$ cat src/rtl/cache_controller_pkg.sv
// cache_controller_pkg
// Shared constants, FSM state encoding and small helpers for the data-cache
// sequencing controller and its tag store.
//   c_B_VAL_SIZE        byte-enable width of a CPU word
//   c_ADDR_OFFSET_SIZE  byte offset width inside a cache line
//   c_CPU_DATA_SIZE     CPU word width
//   c_RAM_DATA_SIZE     cache line / RAM transfer width
//   c_CACHE_INDEX_SIZE  index width for the default four-line cache
//   c_CNT_SIZE          statistics counter width
package cache_controller_pkg;

   localparam int c_B_VAL_SIZE       = 4;
   localparam int c_ADDR_OFFSET_SIZE = 4;
   localparam int c_CPU_DATA_SIZE    = 32;
   localparam int c_RAM_DATA_SIZE    = 128;
   localparam int c_CACHE_INDEX_SIZE = 2;
   localparam int c_CNT_SIZE         = 16;

   typedef enum logic [2:0] {
      S_IDLE      = 3'd0,
      S_LOOKUP    = 3'd1,
      S_WRITEBACK = 3'd2,
      S_FILL      = 3'd3,
      S_UPDATE    = 3'd4,
      S_DONE      = 3'd5
   } cacheState_e;

   // Statistics counters stick at all-ones instead of wrapping back to zero.
   function automatic logic [c_CNT_SIZE-1:0] satInc(input logic [c_CNT_SIZE-1:0] value);
      return (value == '1) ? value : value + 1'b1;
   endfunction

   // Picks one 32-bit word out of a 128-bit line; word 0 is the least significant.
   function automatic logic [c_CPU_DATA_SIZE-1:0] selectWord(
      input logic [c_RAM_DATA_SIZE-1:0] line,
      input logic [1:0]                 sel
   );
      logic [c_CPU_DATA_SIZE-1:0] word;
      word = '0;
      case (sel)
         2'd0: word = line[31:0];
         2'd1: word = line[63:32];
         2'd2: word = line[95:64];
         2'd3: word = line[127:96];
         default: word = '0;
      endcase
      return word;
   endfunction

endpackage

$ cat src/rtl/cache_controller_tag_store.sv
// cache_tag_store
// Tag / valid / dirty bookkeeping for the direct-mapped cache.
// Lookup is purely combinational on the requested index; one write port
// updates tag, valid and dirty of a single line per clock.
// Ports:
//   clk_i, rst_ni          clock, asynchronous active-low clear of all state
//   idx_i, tag_i           lookup index and tag of the current request
//   hit_o                  line at idx_i is valid and holds tag_i
//   victimValid_o          line at idx_i is valid
//   victimDirty_o          line at idx_i is dirty
//   victimTag_o            tag currently stored at idx_i
//   we_i, wIdx_i, wTag_i,
//   wDirty_i               write port: mark line wIdx_i valid with given tag/dirty
module cache_tag_store
   import cache_controller_pkg::*;
#(
   parameter int LINES = 4,
   parameter int IDX_W = 2,
   parameter int TAG_W = 10
) (
   input  logic             clk_i,
   input  logic             rst_ni,
   input  logic [IDX_W-1:0] idx_i,
   input  logic [TAG_W-1:0] tag_i,
   output logic             hit_o,
   output logic             victimValid_o,
   output logic             victimDirty_o,
   output logic [TAG_W-1:0] victimTag_o,
   input  logic             we_i,
   input  logic [IDX_W-1:0] wIdx_i,
   input  logic [TAG_W-1:0] wTag_i,
   input  logic             wDirty_i
);

   logic [LINES-1:0] valid_q;
   logic [LINES-1:0] dirty_q;
   logic [TAG_W-1:0] tags_q [LINES];

   always_ff @(posedge clk_i or negedge rst_ni) begin
      if (!rst_ni) begin
         valid_q <= '0;
         dirty_q <= '0;
         for (int i = 0; i < LINES; i++) begin
            tags_q[i] <= '0;
         end
      end else if (we_i) begin
         valid_q[wIdx_i] <= 1'b1;
         dirty_q[wIdx_i] <= wDirty_i;
         tags_q[wIdx_i]  <= wTag_i;
      end
   end

   always_comb begin
      victimValid_o = valid_q[idx_i];
      victimDirty_o = dirty_q[idx_i];
      victimTag_o   = tags_q[idx_i];
      hit_o         = valid_q[idx_i] && (tags_q[idx_i] == tag_i);
   end

endmodule

$ cat src/rtl/cache_controller.sv
// cache_controller
// Sequencer for a direct-mapped, write-back, write-allocate data cache.
// Handles one CPU request at a time: tag lookup, optional dirty write-back,
// line fill from RAM, and the update of the line array with the line
// produced by the external merge stage.
// Ports:
//   CLK, RST_N                 clock, asynchronous active-low reset
//   IN_CPU_REQ/WR/ADDR         CPU request (held stable until OUT_CPU_READY)
//   OUT_CPU_READY              one-cycle completion pulse
//   OUT_CPU_DATA               addressed word of the final line, held
//   OUT_RAM_REQ/WE/ADDR/WDATA  RAM line transaction (write-back or read)
//   IN_RAM_ACK, IN_RAM_DATA    RAM one-cycle acknowledge with fill line
//   OUT_SIG_RAM_LOAD           merge stage takes the fill line as base
//   OUT_WR_FLAG                merge stage applies CPU write data
//   OUT_ADDR_OFFSET            latched byte offset for the merge stage
//   OUT_CACHE_LINE             stored line at the request index
//   OUT_FILL_LINE              fill buffer contents
//   IN_MERGED_DATA             merged line written back into the array
//   OUT_HIT_CNT, OUT_MISS_CNT  saturating statistics
module cache_controller
   import cache_controller_pkg::*;
#(
   parameter int ADDR_W = 16,
   parameter int LINES  = 4
) (
   input  logic                          CLK,
   input  logic                          RST_N,
   input  logic                          IN_CPU_REQ,
   input  logic                          IN_CPU_WR,
   input  logic [ADDR_W-1:0]             IN_CPU_ADDR,
   output logic                          OUT_CPU_READY,
   output logic [c_CPU_DATA_SIZE-1:0]    OUT_CPU_DATA,
   output logic                          OUT_RAM_REQ,
   output logic                          OUT_RAM_WE,
   output logic [ADDR_W-5:0]             OUT_RAM_ADDR,
   output logic [c_RAM_DATA_SIZE-1:0]    OUT_RAM_WDATA,
   input  logic                          IN_RAM_ACK,
   input  logic [c_RAM_DATA_SIZE-1:0]    IN_RAM_DATA,
   output logic                          OUT_SIG_RAM_LOAD,
   output logic                          OUT_WR_FLAG,
   output logic [c_ADDR_OFFSET_SIZE-1:0] OUT_ADDR_OFFSET,
   output logic [c_RAM_DATA_SIZE-1:0]    OUT_CACHE_LINE,
   output logic [c_RAM_DATA_SIZE-1:0]    OUT_FILL_LINE,
   input  logic [c_RAM_DATA_SIZE-1:0]    IN_MERGED_DATA,
   output logic [c_CNT_SIZE-1:0]         OUT_HIT_CNT,
   output logic [c_CNT_SIZE-1:0]         OUT_MISS_CNT
);

   localparam int IDX_W = $clog2(LINES);
   localparam int TAG_W = ADDR_W - c_ADDR_OFFSET_SIZE - IDX_W;

   cacheState_e                   state_q, state_d;
   logic [ADDR_W-1:0]             addr_q;
   logic                          wr_q;
   logic                          fillFlag_q;
   logic [c_RAM_DATA_SIZE-1:0]    fillBuf_q;
   logic [c_RAM_DATA_SIZE-1:0]    lines_q [LINES];
   logic [c_CPU_DATA_SIZE-1:0]    cpuData_q;
   logic [c_CNT_SIZE-1:0]         hitCnt_q;
   logic [c_CNT_SIZE-1:0]         missCnt_q;

   logic [IDX_W-1:0]              reqIdx;
   logic [TAG_W-1:0]              reqTag;
   logic                          tagHit;
   logic                          victimValid;
   logic                          victimDirty;
   logic [TAG_W-1:0]              victimTag;
   logic                          tagWe;
   logic                          tagWDirty;

   assign reqIdx = addr_q[c_ADDR_OFFSET_SIZE +: IDX_W];
   assign reqTag = addr_q[ADDR_W-1 -: TAG_W];

   cache_tag_store #(
      .LINES (LINES),
      .IDX_W (IDX_W),
      .TAG_W (TAG_W)
   ) u_tagStore (
      .clk_i         (CLK),
      .rst_ni        (RST_N),
      .idx_i         (reqIdx),
      .tag_i         (reqTag),
      .hit_o         (tagHit),
      .victimValid_o (victimValid),
      .victimDirty_o (victimDirty),
      .victimTag_o   (victimTag),
      .we_i          (tagWe),
      .wIdx_i        (reqIdx),
      .wTag_i        (reqTag),
      .wDirty_i      (tagWDirty)
   );

   // State register plus all datapath registers. The request address and
   // direction are captured once in IDLE and reused for every later phase,
   // so the stored line is only touched in UPDATE; a reset in any earlier
   // phase leaves the array exactly as it was before the reset clears it.
   always_ff @(posedge CLK or negedge RST_N) begin
      if (!RST_N) begin
         state_q    <= S_IDLE;
         addr_q     <= '0;
         wr_q       <= 1'b0;
         fillFlag_q <= 1'b0;
         fillBuf_q  <= '0;
         cpuData_q  <= '0;
         hitCnt_q   <= '0;
         missCnt_q  <= '0;
         for (int i = 0; i < LINES; i++) begin
            lines_q[i] <= '0;
         end
      end else begin
         state_q <= state_d;
         case (state_q)
            S_IDLE: begin
               if (IN_CPU_REQ) begin
                  addr_q <= IN_CPU_ADDR;
                  wr_q   <= IN_CPU_WR;
               end
            end
            S_LOOKUP: begin
               if (tagHit) begin
                  hitCnt_q <= satInc(hitCnt_q);
               end else begin
                  missCnt_q <= satInc(missCnt_q);
               end
            end
            S_FILL: begin
               if (IN_RAM_ACK) begin
                  fillBuf_q  <= IN_RAM_DATA;
                  fillFlag_q <= 1'b1;
               end
            end
            S_UPDATE: begin
               lines_q[reqIdx] <= IN_MERGED_DATA;
               cpuData_q       <= selectWord(IN_MERGED_DATA, addr_q[3:2]);
            end
            S_DONE: begin
               fillFlag_q <= 1'b0;
            end
            default: begin
            end
         endcase
      end
   end

   // Next-state and Moore outputs. RAM request signals are decoded from the
   // state alone, so they fall together with an asynchronous reset and stay
   // stable for as long as the FSM waits for the acknowledge. On a hit the
   // new dirty bit keeps any earlier write; on a fill the line is fresh
   // from RAM, so only the current write can make it dirty.
   always_comb begin
      state_d          = state_q;
      OUT_RAM_REQ      = 1'b0;
      OUT_RAM_WE       = 1'b0;
      OUT_RAM_ADDR     = '0;
      OUT_RAM_WDATA    = '0;
      OUT_SIG_RAM_LOAD = 1'b0;
      OUT_WR_FLAG      = 1'b0;
      OUT_CPU_READY    = 1'b0;
      tagWe            = 1'b0;
      tagWDirty        = 1'b0;
      case (state_q)
         S_IDLE: begin
            if (IN_CPU_REQ) begin
               state_d = S_LOOKUP;
            end
         end
         S_LOOKUP: begin
            if (tagHit) begin
               state_d = S_UPDATE;
            end else if (victimValid && victimDirty) begin
               state_d = S_WRITEBACK;
            end else begin
               state_d = S_FILL;
            end
         end
         S_WRITEBACK: begin
            OUT_RAM_REQ   = 1'b1;
            OUT_RAM_WE    = 1'b1;
            OUT_RAM_ADDR  = {victimTag, reqIdx};
            OUT_RAM_WDATA = lines_q[reqIdx];
            if (IN_RAM_ACK) begin
               state_d = S_FILL;
            end
         end
         S_FILL: begin
            OUT_RAM_REQ  = 1'b1;
            OUT_RAM_ADDR = {reqTag, reqIdx};
            if (IN_RAM_ACK) begin
               state_d = S_UPDATE;
            end
         end
         S_UPDATE: begin
            OUT_SIG_RAM_LOAD = fillFlag_q;
            OUT_WR_FLAG      = wr_q;
            tagWe            = 1'b1;
            tagWDirty        = fillFlag_q ? wr_q : (victimDirty | wr_q);
            state_d          = S_DONE;
         end
         S_DONE: begin
            OUT_CPU_READY = 1'b1;
            state_d       = S_IDLE;
         end
         default: begin
            state_d = S_IDLE;
         end
      endcase
   end

   assign OUT_CPU_DATA    = cpuData_q;
   assign OUT_ADDR_OFFSET = addr_q[c_ADDR_OFFSET_SIZE-1:0];
   assign OUT_CACHE_LINE  = lines_q[reqIdx];
   assign OUT_FILL_LINE   = fillBuf_q;
   assign OUT_HIT_CNT     = hitCnt_q;
   assign OUT_MISS_CNT    = missCnt_q;

endmodule

$ cat config.mk
export PLATFORM = sky130hd
export DESIGN_NAME = cache_controller
export DESIGN_NICKNAME = d
export VERILOG_FILES = /design/src/rtl/cache_controller_pkg.sv /design/src/rtl/cache_controller_tag_store.sv /design/src/rtl/cache_controller.sv
export SDC_FILE = /design/constraint.sdc
export NUM_CORES = 1
export LEC_CHECK = 0
export CAP_MARGIN = 30
export CORE_AREA = 8 8 287 289
export DETAILED_ROUTE_END_ITERATION = 10
export DIE_AREA = 0 0 295 297
export GPL_TIMING_DRIVEN = 0
export HOLD_SLACK_MARGIN = 0.03
export MAX_ROUTING_LAYER = met4
export PLACE_DENSITY = 0.71
export SYNTH_ARGS = -nofsm -noshare
export SYNTH_HDL_FRONTEND = slang
export SYNTH_SLANG_ARGS = --single-unit
export TNS_END_PERCENT = 5
$ cat constraint.sdc
create_clock -name CLK -period 7.35 [get_ports CLK]
set_clock_uncertainty 0.15 [all_clocks]
set_input_delay 1.47 -clock CLK [delete_from_list [all_inputs] [get_ports CLK]]
set_output_delay 1.47 -clock CLK [all_outputs]
set_load 0.01 [all_outputs]
Word-level counts from Yosys, hierarchy flattened --
Cells that the tools add are included.
Operators by class: add/subtract/negate cells 2, multipliers 0, divide/modulo/power cells 0, $lt $le $gt $ge 4, equal/unequal tests 14, shifts and indexed selects 0, mux-type cells 38, bitwise logic cells 6, reductions and logical operators 14
Operators by type and width (count):
- bitwise mux 512 bit | 1
- 2-to-1 mux 128 bit | 4
- binary-select mux 128 bit (select 2 bit) | 1
- demux 128 bit (select 2 bit) | 1
- case mux 32 bit (4 select lines) | 1
- bitwise mux 40 bit | 1
- adder 16 x 1 -> 16 bit (second input constant) | 2
- equality test 16 bit (second input constant) | 2
- 2-to-1 mux 10 bit | 3
- case mux 12 bit (2 select lines) | 1
- binary-select mux 10 bit (select 2 bit) | 1
- demux 10 bit (select 2 bit) | 1
- case mux 3 bit (5 select lines) | 1
- 2-to-1 mux 1 bit | 13
- 2-to-1 mux 3 bit | 4
- equality test 10 bit | 1
- AND reduction 3 bit | 3
- equality test 3 x 2 -> 1 bit (second input constant) | 2
- equality test 3 bit (second input constant) | 2
- != test 2 bit (second input constant) | 3
- AND reduction 2 bit | 3
- binary-select mux 1 bit (select 2 bit) | 2
- bitwise mux 4 bit | 1
- equality test 2 bit (second input constant) | 2
- other kinds (17) | 22
Storage, ports and cells: register bits after elaboration 773, latch bits 0, RAM bits 0, bits in read-only memories 0, input port bits 277, output and inout port bits 469, word-level logic and storage cells 96, memories 0

Longest topological paths before layout --
Gate-level depths: netlist (run 1).
depth after elaboration 8, mapped depth 10, gate-level depth less buffers 7

Modules after synthesis --
From an unflattened synthesis (run 1), not the netlist that was laid out.
Second synthesis, totals: cell total of the unflattened synthesis 2133, area, all modules 34206.6 um2
Modules (own cells, without submodules):
- cache_controller | instances 1, cells an instance 2001, area each 32024.5 um2, sequential area each 18142.4 um2
- cache_tag_store | instances 1, cells an instance 132, area each 2182.1 um2, sequential area each 1201.2 um2

Worst setup path before layout (run 1) --
Ideal clock, no wire load.
path kind register to output, start point register addr_q[4], end point output OUT_RAM_WDATA[100], data arrival time 2.205 ns, required time 5.730 ns, path slack 3.525 ns, cell stages (with the launch flop) 7, path buffers 4, cell sequence dfrtp_1 -> buf_6 -> buf_6 -> clkbuf_1 -> buf_1 -> mux4_2 -> and2_1
On the way: cells in the longest elaborated chain, start to end 5
RTL lines:
- start, declared | RTL line cache_controller.sv:53 | logic [ADDR_W-1:0] addr_q;
- start signal, assigned | RTL line cache_controller.sv:100 | addr_q <= '0;
- start signal, assigned | RTL line cache_controller.sv:115 | addr_q <= IN_CPU_ADDR;
- inverter 2 -> 3 bit
- binary-select mux 128 bit (select 2 bit)
- 2-to-1 mux 128 bit (2 in series)
- net OUT_CACHE_LINE[100] | RTL line cache_controller.sv:42 | output logic [c_RAM_DATA_SIZE-1:0] OUT_CACHE_LINE,
- 2-to-1 mux 128 bit | RTL line cache_controller.sv:161 | case (state_q)
- end, declared | RTL line cache_controller.sv:36 | output logic [c_RAM_DATA_SIZE-1:0] OUT_RAM_WDATA,
The timed path passes the listed nets, and every way through them passes these cells. The select of a mux whose other input is x is not followed.

Worst setup path in the final report (run 1) --
start point register addr_q[5], end point output OUT_RAM_WDATA[17]
On the way: cells in the longest elaborated chain, start to end 5
RTL lines:
- inverter 2 -> 3 bit (implied by the code) | RTL line cache_controller.sv:180 | OUT_RAM_WDATA = lines_q[reqIdx];
- binary-select mux 128 bit (select 2 bit) | RTL line cache_controller.sv:180
- 2-to-1 mux 128 bit (implied by the code) (2 in series) | RTL line cache_controller.sv:180
- 2-to-1 mux 128 bit | RTL line cache_controller.sv:161
No other way between the ends. The select of a mux whose other input is x is not followed.

==> results of run 1 <==
layout make-up:
| type | instances | area (µm²) |
|---|---|---|
| inverters | 11 | 41.3 |
| well taps | 1050 | 1310 |
| repair buffers | 763 | 7820 |
| plain buffers | 155 | 634 |
| fillers | 6106 | 31800 |
| clock inverters | 36 | 442 |
| multi-input cells | 1286 | 14100 |
| flip-flops and latches | 773 | 19300 |
| clock buffers | 113 | 2410 |
| diodes | 21 | 52.6 |
metrics by stage:
stage	cell area (µm²)	setup WS, ns	hold slack (ns)	utilization, %	power, W
final	46200	1.47	0.318	59.2	0.0217
after global placement	42900	-27.83	0.296	55.0	0.0172
after detailed placement	43300	2.13	0.305	55.5	0.0175
after CTS	46100	1.46	0.318	59.2	0.0219
after floorplan	34100	3.52	0.279	-	0.0121
after global routing	46200	1.39	0.329	59.2	0.0228
placed cells by master, fill, tap and decap left out, drive strengths merged, types with 20 or more instances in the layout:
cell type      synthesis  routed
and2                 133     133
mux2                 704     704
nor2                  20      20
nand2                117     117
buf                   51      70
dfrtp                773     773
mux4                 169     169
clkdlybuf4s50          0     744
diode                  0      21
clkinv                 0      22
clkbuf               104     217
xnor2                 25      25
worst max-delay path, stage by stage (launching register included):
cell and delay, ns:
dfrtp_1 0.31, buf_2 0.17, clkbuf_1 0.51, clkbuf_1 0.65, clkbuf_1 0.76, mux4_2 0.55, and2_1 0.21, clkdlybuf4s50_1 0.47
flip-flops by register name, indices dropped and copies added, names as in the netlist:
| signal | cells |
|---|---|
| OUT_MISS_CNT | 16 |
| fillFlag_q | 1 |
| OUT_CPU_DATA | 32 |
| wr_q | 1 |
| addr_q | 16 |
| state_q | 3 |
| u_tagStore.dirty_q | 4 |
| lines_q | 512 |
| u_tagStore.valid_q | 4 |
| u_tagStore.tags_q | 40 |
| OUT_FILL_LINE | 128 |
| OUT_HIT_CNT | 16 |
worst min-delay path by stage:
| stage | from | to | slack [ns] | depth (start not counted) |
|---|---|---|---|---|
| floorplan | u_tagStore.valid_q[3] | u_tagStore.valid_q[3] | 0.28 | 1 |
| global placement | u_tagStore.valid_q[3] | u_tagStore.valid_q[3] | 0.30 | 1 |
| detailed placement | u_tagStore.valid_q[2] | u_tagStore.valid_q[2] | 0.30 | 1 |
| CTS | u_tagStore.valid_q[2] | u_tagStore.valid_q[2] | 0.32 | 1 |
| global route | u_tagStore.valid_q[2] | u_tagStore.valid_q[2] | 0.33 | 1 |
| finish | u_tagStore.valid_q[2] | u_tagStore.valid_q[2] | 0.32 | 1 |
cells by family after synthesis:
family,count (synthesis),synth area share (%)
compound gates,23,0.440
flops,773,56.6
mux,884,34.7
buf+inv,166,1.98
xor+xnor,39,1.00
fa+ha+maj,2,0.0733
simple gates,338,5.17
power by group:
part,internal [W],switching [W],total [W],leakage [nW]
clock network,0.00261,0.00174,0.00435,1.41
registers,0.00617,0.00102,0.00719,9.50
logic,0.00566,0.00452,0.0102,8.59
total,0.0144,0.00728,0.0217,19.5
per-layer routing:
metal	vias up	routed length, µm
met1	12100	44900
li1	9785	-
met5	-	0
met2	851	58100
met4	0	4160
met3	203	9030
==> impl_metrics.py, run 1 <==
metrics = {
    "drt": {
        "drt-total-wl_um": 116000,
        "drt-initial-drc-count": 1400,
        "first_pass_iters": 7,
        "ant_nets": 0,
        "via_per_inst": 5.44,
        "dr_total_vias": 22900,
        "wire_per_inst_um": 27.6,
        "drc": 0,
    },
    "sta": {
        "max_freq_mhz": 170,
        "setup_viol": 0,
        "hold_violations": 0,
        "worst_pin_slew_ns": 0.958,
        "rsz0062_at_grt": "no",
        "period_needed_ns": 5.88,
        "tns_ns": 0,
        "timing.slew.headroom_pct": 36.1,
        "maxSlewViolCount": 0,
        "post-route-period-util_pct": 80.0,
    },
    "clock_network": {
        "cts_tree": "built",
        "ctsResizeCount": 0,
        "h-tree-depth": 3,
        "clock-sinks": 773,
        "cts_hold_buffers": 0,
        "clockBufferDepth": 3,
        "insertion_delay_ns": 0.62,
        "path_clk_slew_ns": 0.06,
        "post-cts-setup-buffers": 0,
        "cts-root-buf": "clkbuf_16",
        "cts_buffers": 83,
    },
    "layout": {
        "fin_cells": 4208,
        "syn_to_final_growth_pct": 35.3,
        "drive_above_1_share_pct": 33.8,
        "final_nets": 3352,
    },
    "floorplan": {
        "io_pins": 746,
        "rows": 103,
        "die_y_um": 297,
        "dieArea_um2": 87600,
        "die_x_um": 295,
        "start_util_pct": 43.8,
        "core-area_um2": 78000,
    },
    "critical_path": {
        "end_kind": "output pin",
        "ff2ff_path_depth": 9,
        "r2r_end": "lines_q[245]",
        "worstPathRequired_ns": 5.73,
        "endpoint": "OUT_RAM_WDATA[17]",
        "rrSetupSlack_ns": 3.64,
        "reg2reg_from": "state_q[2]",
        "critPathArrivalTime_ns": 4.26,
        "path_class": "reg -> out",
        "critical_path.max_fanout": 10,
        "setup.worst_path.start": "addr_q[5]",
        "startpoint_type": "flop",
    },
    "synth": {
        "ys_types": 41,
        "synthesis.area_um2": 34100,
        "synth_commonest_cells": "773 x dfrtp_1, 703 x mux2_2, 169 x mux4_2",
        "synth_nets": 2504,
        "synth-seq-cells": 773,
        "yosysMostFrequentCell": "dfrtp_1",
        "ys_seq_area_share_pct": 56.6,
        "synth_top_area_share_pct": 56.6,
        "synth_edf_count": 0,
        "synth_cells": 2225,
        "ys.flop_type": "dfrtp_1",
        "ys_warn_count": 0,
        "synth.area.top_cells": "dfrtp_1 57%, mux2_2 23%, mux4_2 11%",
        "synth-async-reset-ratio_pct": 100,
        "syn_avg_cell_area_um2": 15.3,
        "yosysTopAreaCell": "dfrtp_1",
    },
    "global_route": {
        "grt_pass1_vias": 25200,
        "grt-ovfl-total": 0,
        "grt_use_total_pct": 26.8,
        "grt_use_met1_pct": 31.7,
        "grt_util_met2_pct": 44.1,
        "grt_pass1_wl_um": 170000,
        "busiest_layer": "met2",
        "antenna_found_initial": 28,
        "grt_start_max_net_pins": 124,
        "grtUsageMet3_pct": 6.83,
    },
    "placement": {
        "gp_congestion": 0.875,
        "hpwl_um": 90600,
        "io_buffers": 745,
        "place_inst": 4038,
    },
    "min_path": {
        "hold_class": "reg -> reg",
    },
    "power": {
        "worst_ir_drop_vdd_uv": 282,
        "powerDensity_nw_per_um2": 470,
        "p_leak_nw": 19.5,
    },
    "flow_run": {
        "maxCapViolCount": 0,
    },
    "outcome": {
        "status": "finished clean",
    },
}
Note: power is estimated with default switching activity, not from simulation.
==> run 2: changes to the inputs <==
--- a/config.mk
+++ b/config.mk
@@ -6,13 +6,13 @@
 export NUM_CORES = 1
 export LEC_CHECK = 0
 export CAP_MARGIN = 30
-export CORE_AREA = 8 8 287 289
+export CORE_MARGIN = 8
+export CORE_UTILIZATION = 46
 export DETAILED_ROUTE_END_ITERATION = 10
-export DIE_AREA = 0 0 295 297
 export GPL_TIMING_DRIVEN = 0
 export HOLD_SLACK_MARGIN = 0.03
 export MAX_ROUTING_LAYER = met4
-export PLACE_DENSITY = 0.71
+export PLACE_DENSITY = 0.77
 export SYNTH_ARGS = -nofsm -noshare
 export SYNTH_HDL_FRONTEND = slang
 export SYNTH_SLANG_ARGS = --single-unit
==> constraint.sdc (replaced) <==
create_clock -name CLK -period 5.4 [get_ports CLK]
set_clock_uncertainty 0.15 [all_clocks]
set_input_delay 1.08 -clock CLK [delete_from_list [all_inputs] [get_ports CLK]]
set_output_delay 1.08 -clock CLK [all_outputs]
set_load 0.01 [all_outputs]
==> impl_metrics.py, run 2 (synthesis gave the netlist of run 1 again) <==
metrics = {
    "outcome": {
        "status": "finished clean",
    },
    "clock_network": {
        "cts-root-buf": "clkbuf_16",
        "post-cts-setup-buffers": 0,
        "cts_tree": "built",
        "path_clk_slew_ns": 0.06,
        "h-tree-depth": 3,
        "clockBufferDepth": 3,
        "cts_buffers": 82,
        "insertion_delay_ns": 0.61,
        "clock-sinks": 773,
    },
    "layout": {
        "syn_to_final_growth_pct": 35.0,
        "regArea_um2": 19300,
        "multi_input_area_um2": 14100,
        "largest_reg_flops": 512,
        "fin_cells": 4128,
        "finalInstanceArea_um2": 46100,
        "final_cell_mix": "773 x dfrtp_1, 744 x clkdlybuf4s50_1, 703 x mux2_2",
        "final_common_cell": "dfrtp_1",
        "final_nets": 3345,
        "finish.utilization_pct": 62.3,
        "nFillCells": 5449,
        "drive_above_1_share_pct": 33.8,
        "largest-register": "lines_q",
    },
    "critical_path": {
        "path_class": "reg -> out",
        "rrSetupSlack_ns": 1.41,
        "critical_path.max_fanout": 10,
        "end_kind": "output pin",
        "r2r_end": "lines_q[412]",
        "ff2ff_path_depth": 6,
        "reg2reg_from": "state_q[2]",
        "critPathArrivalTime_ns": 4.07,
        "worstPathRequired_ns": 4.17,
        "startpoint_type": "flop",
    },
    "sta": {
        "maxSlewViolCount": 0,
        "hold_violations": 0,
        "max_freq_mhz": 189,
        "worst_slack_ns": 0.100,
        "period_needed_ns": 5.30,
        "post-route-period-util_pct": 98.1,
        "setup_viol": 0,
        "rsz0062_at_grt": "yes",
        "worst_pin_slew_ns": 1.04,
        "timing.slew.headroom_pct": 30.5,
    },
    "drt": {
        "drt-total-wl_um": 114000,
        "via_per_inst": 5.57,
        "drt-initial-drc-count": 1471,
        "ant_nets": 0,
        "first_pass_iters": 5,
        "wire_per_inst_um": 27.5,
        "dr_total_vias": 23000,
        "drc": 0,
    },
    "min_path": {
        "min_from": "u_tagStore.valid_q[2]",
        "whs_endpoint": "u_tagStore.valid_q[2]",
        "min_path_cells": 1,
        "hold_class": "reg -> reg",
    },
    "global_route": {
        "grt-ovfl-total": 0,
        "grt_use_total_pct": 27.5,
        "grt_start_max_net_pins": 135,
        "grt_pass1_vias": 25300,
        "grt_pass1_wl_um": 166000,
        "antenna_found_initial": 26,
    },
    "floorplan": {
        "core-area_um2": 73900,
        "start_util_pct": 46.2,
        "rows": 100,
        "io_pins": 746,
        "die_x_um": 288,
        "die_y_um": 288,
        "dieArea_um2": 83200,
    },
    "power": {
        "combPwrFrac_pct": 46.5,
        "p_int_w": 0.0197,
        "p_switching_w": 0.00990,
        "seqPwrFrac_pct": 33.1,
        "worst_ir_drop_vdd_uv": 438,
        "switching_share_pct": 33.4,
        "powerDensity_nw_per_um2": 643,
        "p_clk_share_pct": 20.4,
        "p_leak_nw": 19.5,
    },
    "placement": {
        "io_buffers": 745,
        "hpwl_um": 87500,
        "post_dp_cell_area_um2": 43100,
        "place_inst": 3951,
        "place_ws_ns": 0.385,
        "gp_congestion": 0.894,
    },
    "flow_run": {
        "maxCapViolCount": 0,
    },
}
[run 2: cell types whose count changed in the layout (fill, tap and decap cells not counted), moves of 3 or more]
cell and change:
inv_6 +3, clkinv_2 -6, clkbuf_2 +4, buf_8 -5, diode_2 +4
[run 2: worst max path at each step]
stage                   start                  to  slack [ns]  cells past startpoint
floorplan           addr_q[4]  OUT_RAM_WDATA[100]        1.96                      6
finish              addr_q[5]   OUT_RAM_WDATA[99]        0.10                      7
global placement        RST_N        lines_q[205]      -28.98                      1
global route        addr_q[5]   OUT_RAM_WDATA[99]       -0.01                      7
detailed placement  addr_q[5]   OUT_RAM_WDATA[17]        0.38                      7
CTS                 addr_q[5]   OUT_RAM_WDATA[99]        0.02                      7
[run 2: layout make-up]
| type | count | area share (%) |
|---|---|---|
| Antenna cell | 25 | 0.136 |
| Buffer | 155 | 1.40 |
| Clock buffer | 118 | 5.29 |
| Clock inverter | 34 | 1.06 |
| Inverter | 11 | 0.0896 |
| Multi-Input combinational cell | 1286 | 30.7 |
| Sequential cell | 773 | 42.0 |
| Tap cell | 969 | 2.63 |
| Timing Repair Buffer | 757 | 16.8 |
[run 2: repair_timing]
item / CTS / global route
hold buffers: 0 / 0
gates resized for setup: 5 / 4
endpoints found under the setup margin: 129 / 10
[run 2: per-layer routing]
layer / wire length, µm / global-route usage (%) / vias up
met3: 9050 / 6.43 / 196
li1: - / - / 9768
met5: 0 / - / -
met2: 58000 / 46.6 / 940
met1: 42500 / 32.0 / 12100
met4: 4050 / 10.0 / 0
[run 2: power groups by stage]
stage	registers [W]	clock network [W]	logic [W]
global placement	0.00970	0	0.0135
finish	0.00981	0.00604	0.0138
detailed placement	0.00987	0	0.0139
global route	0.0101	0.00639	0.0145
floorplan	0.00970	0	0.00679
CTS	0.00979	0.00614	0.0140
[run 2: stage by stage]
stage	TNS, ns	power, W	hold WS [ns]
after floorplan	0	0.0165	0.279
after global routing	-0.0191	0.0310	0.341
after global placement	-	0.0232	0.296
after CTS	0	0.0299	0.325
final	0	0.0296	0.317
after detailed placement	0	0.0238	0.311
[run 2: critical path, cell delays in order, from the launching register on]
cell,delay [ns]
dfrtp_1,0.33
buf_2,0.17
clkbuf_1,0.53
clkbuf_2,0.49
buf_1,0.76
mux4_2,0.48
and2_1,0.21
clkdlybuf4s50_1,0.48
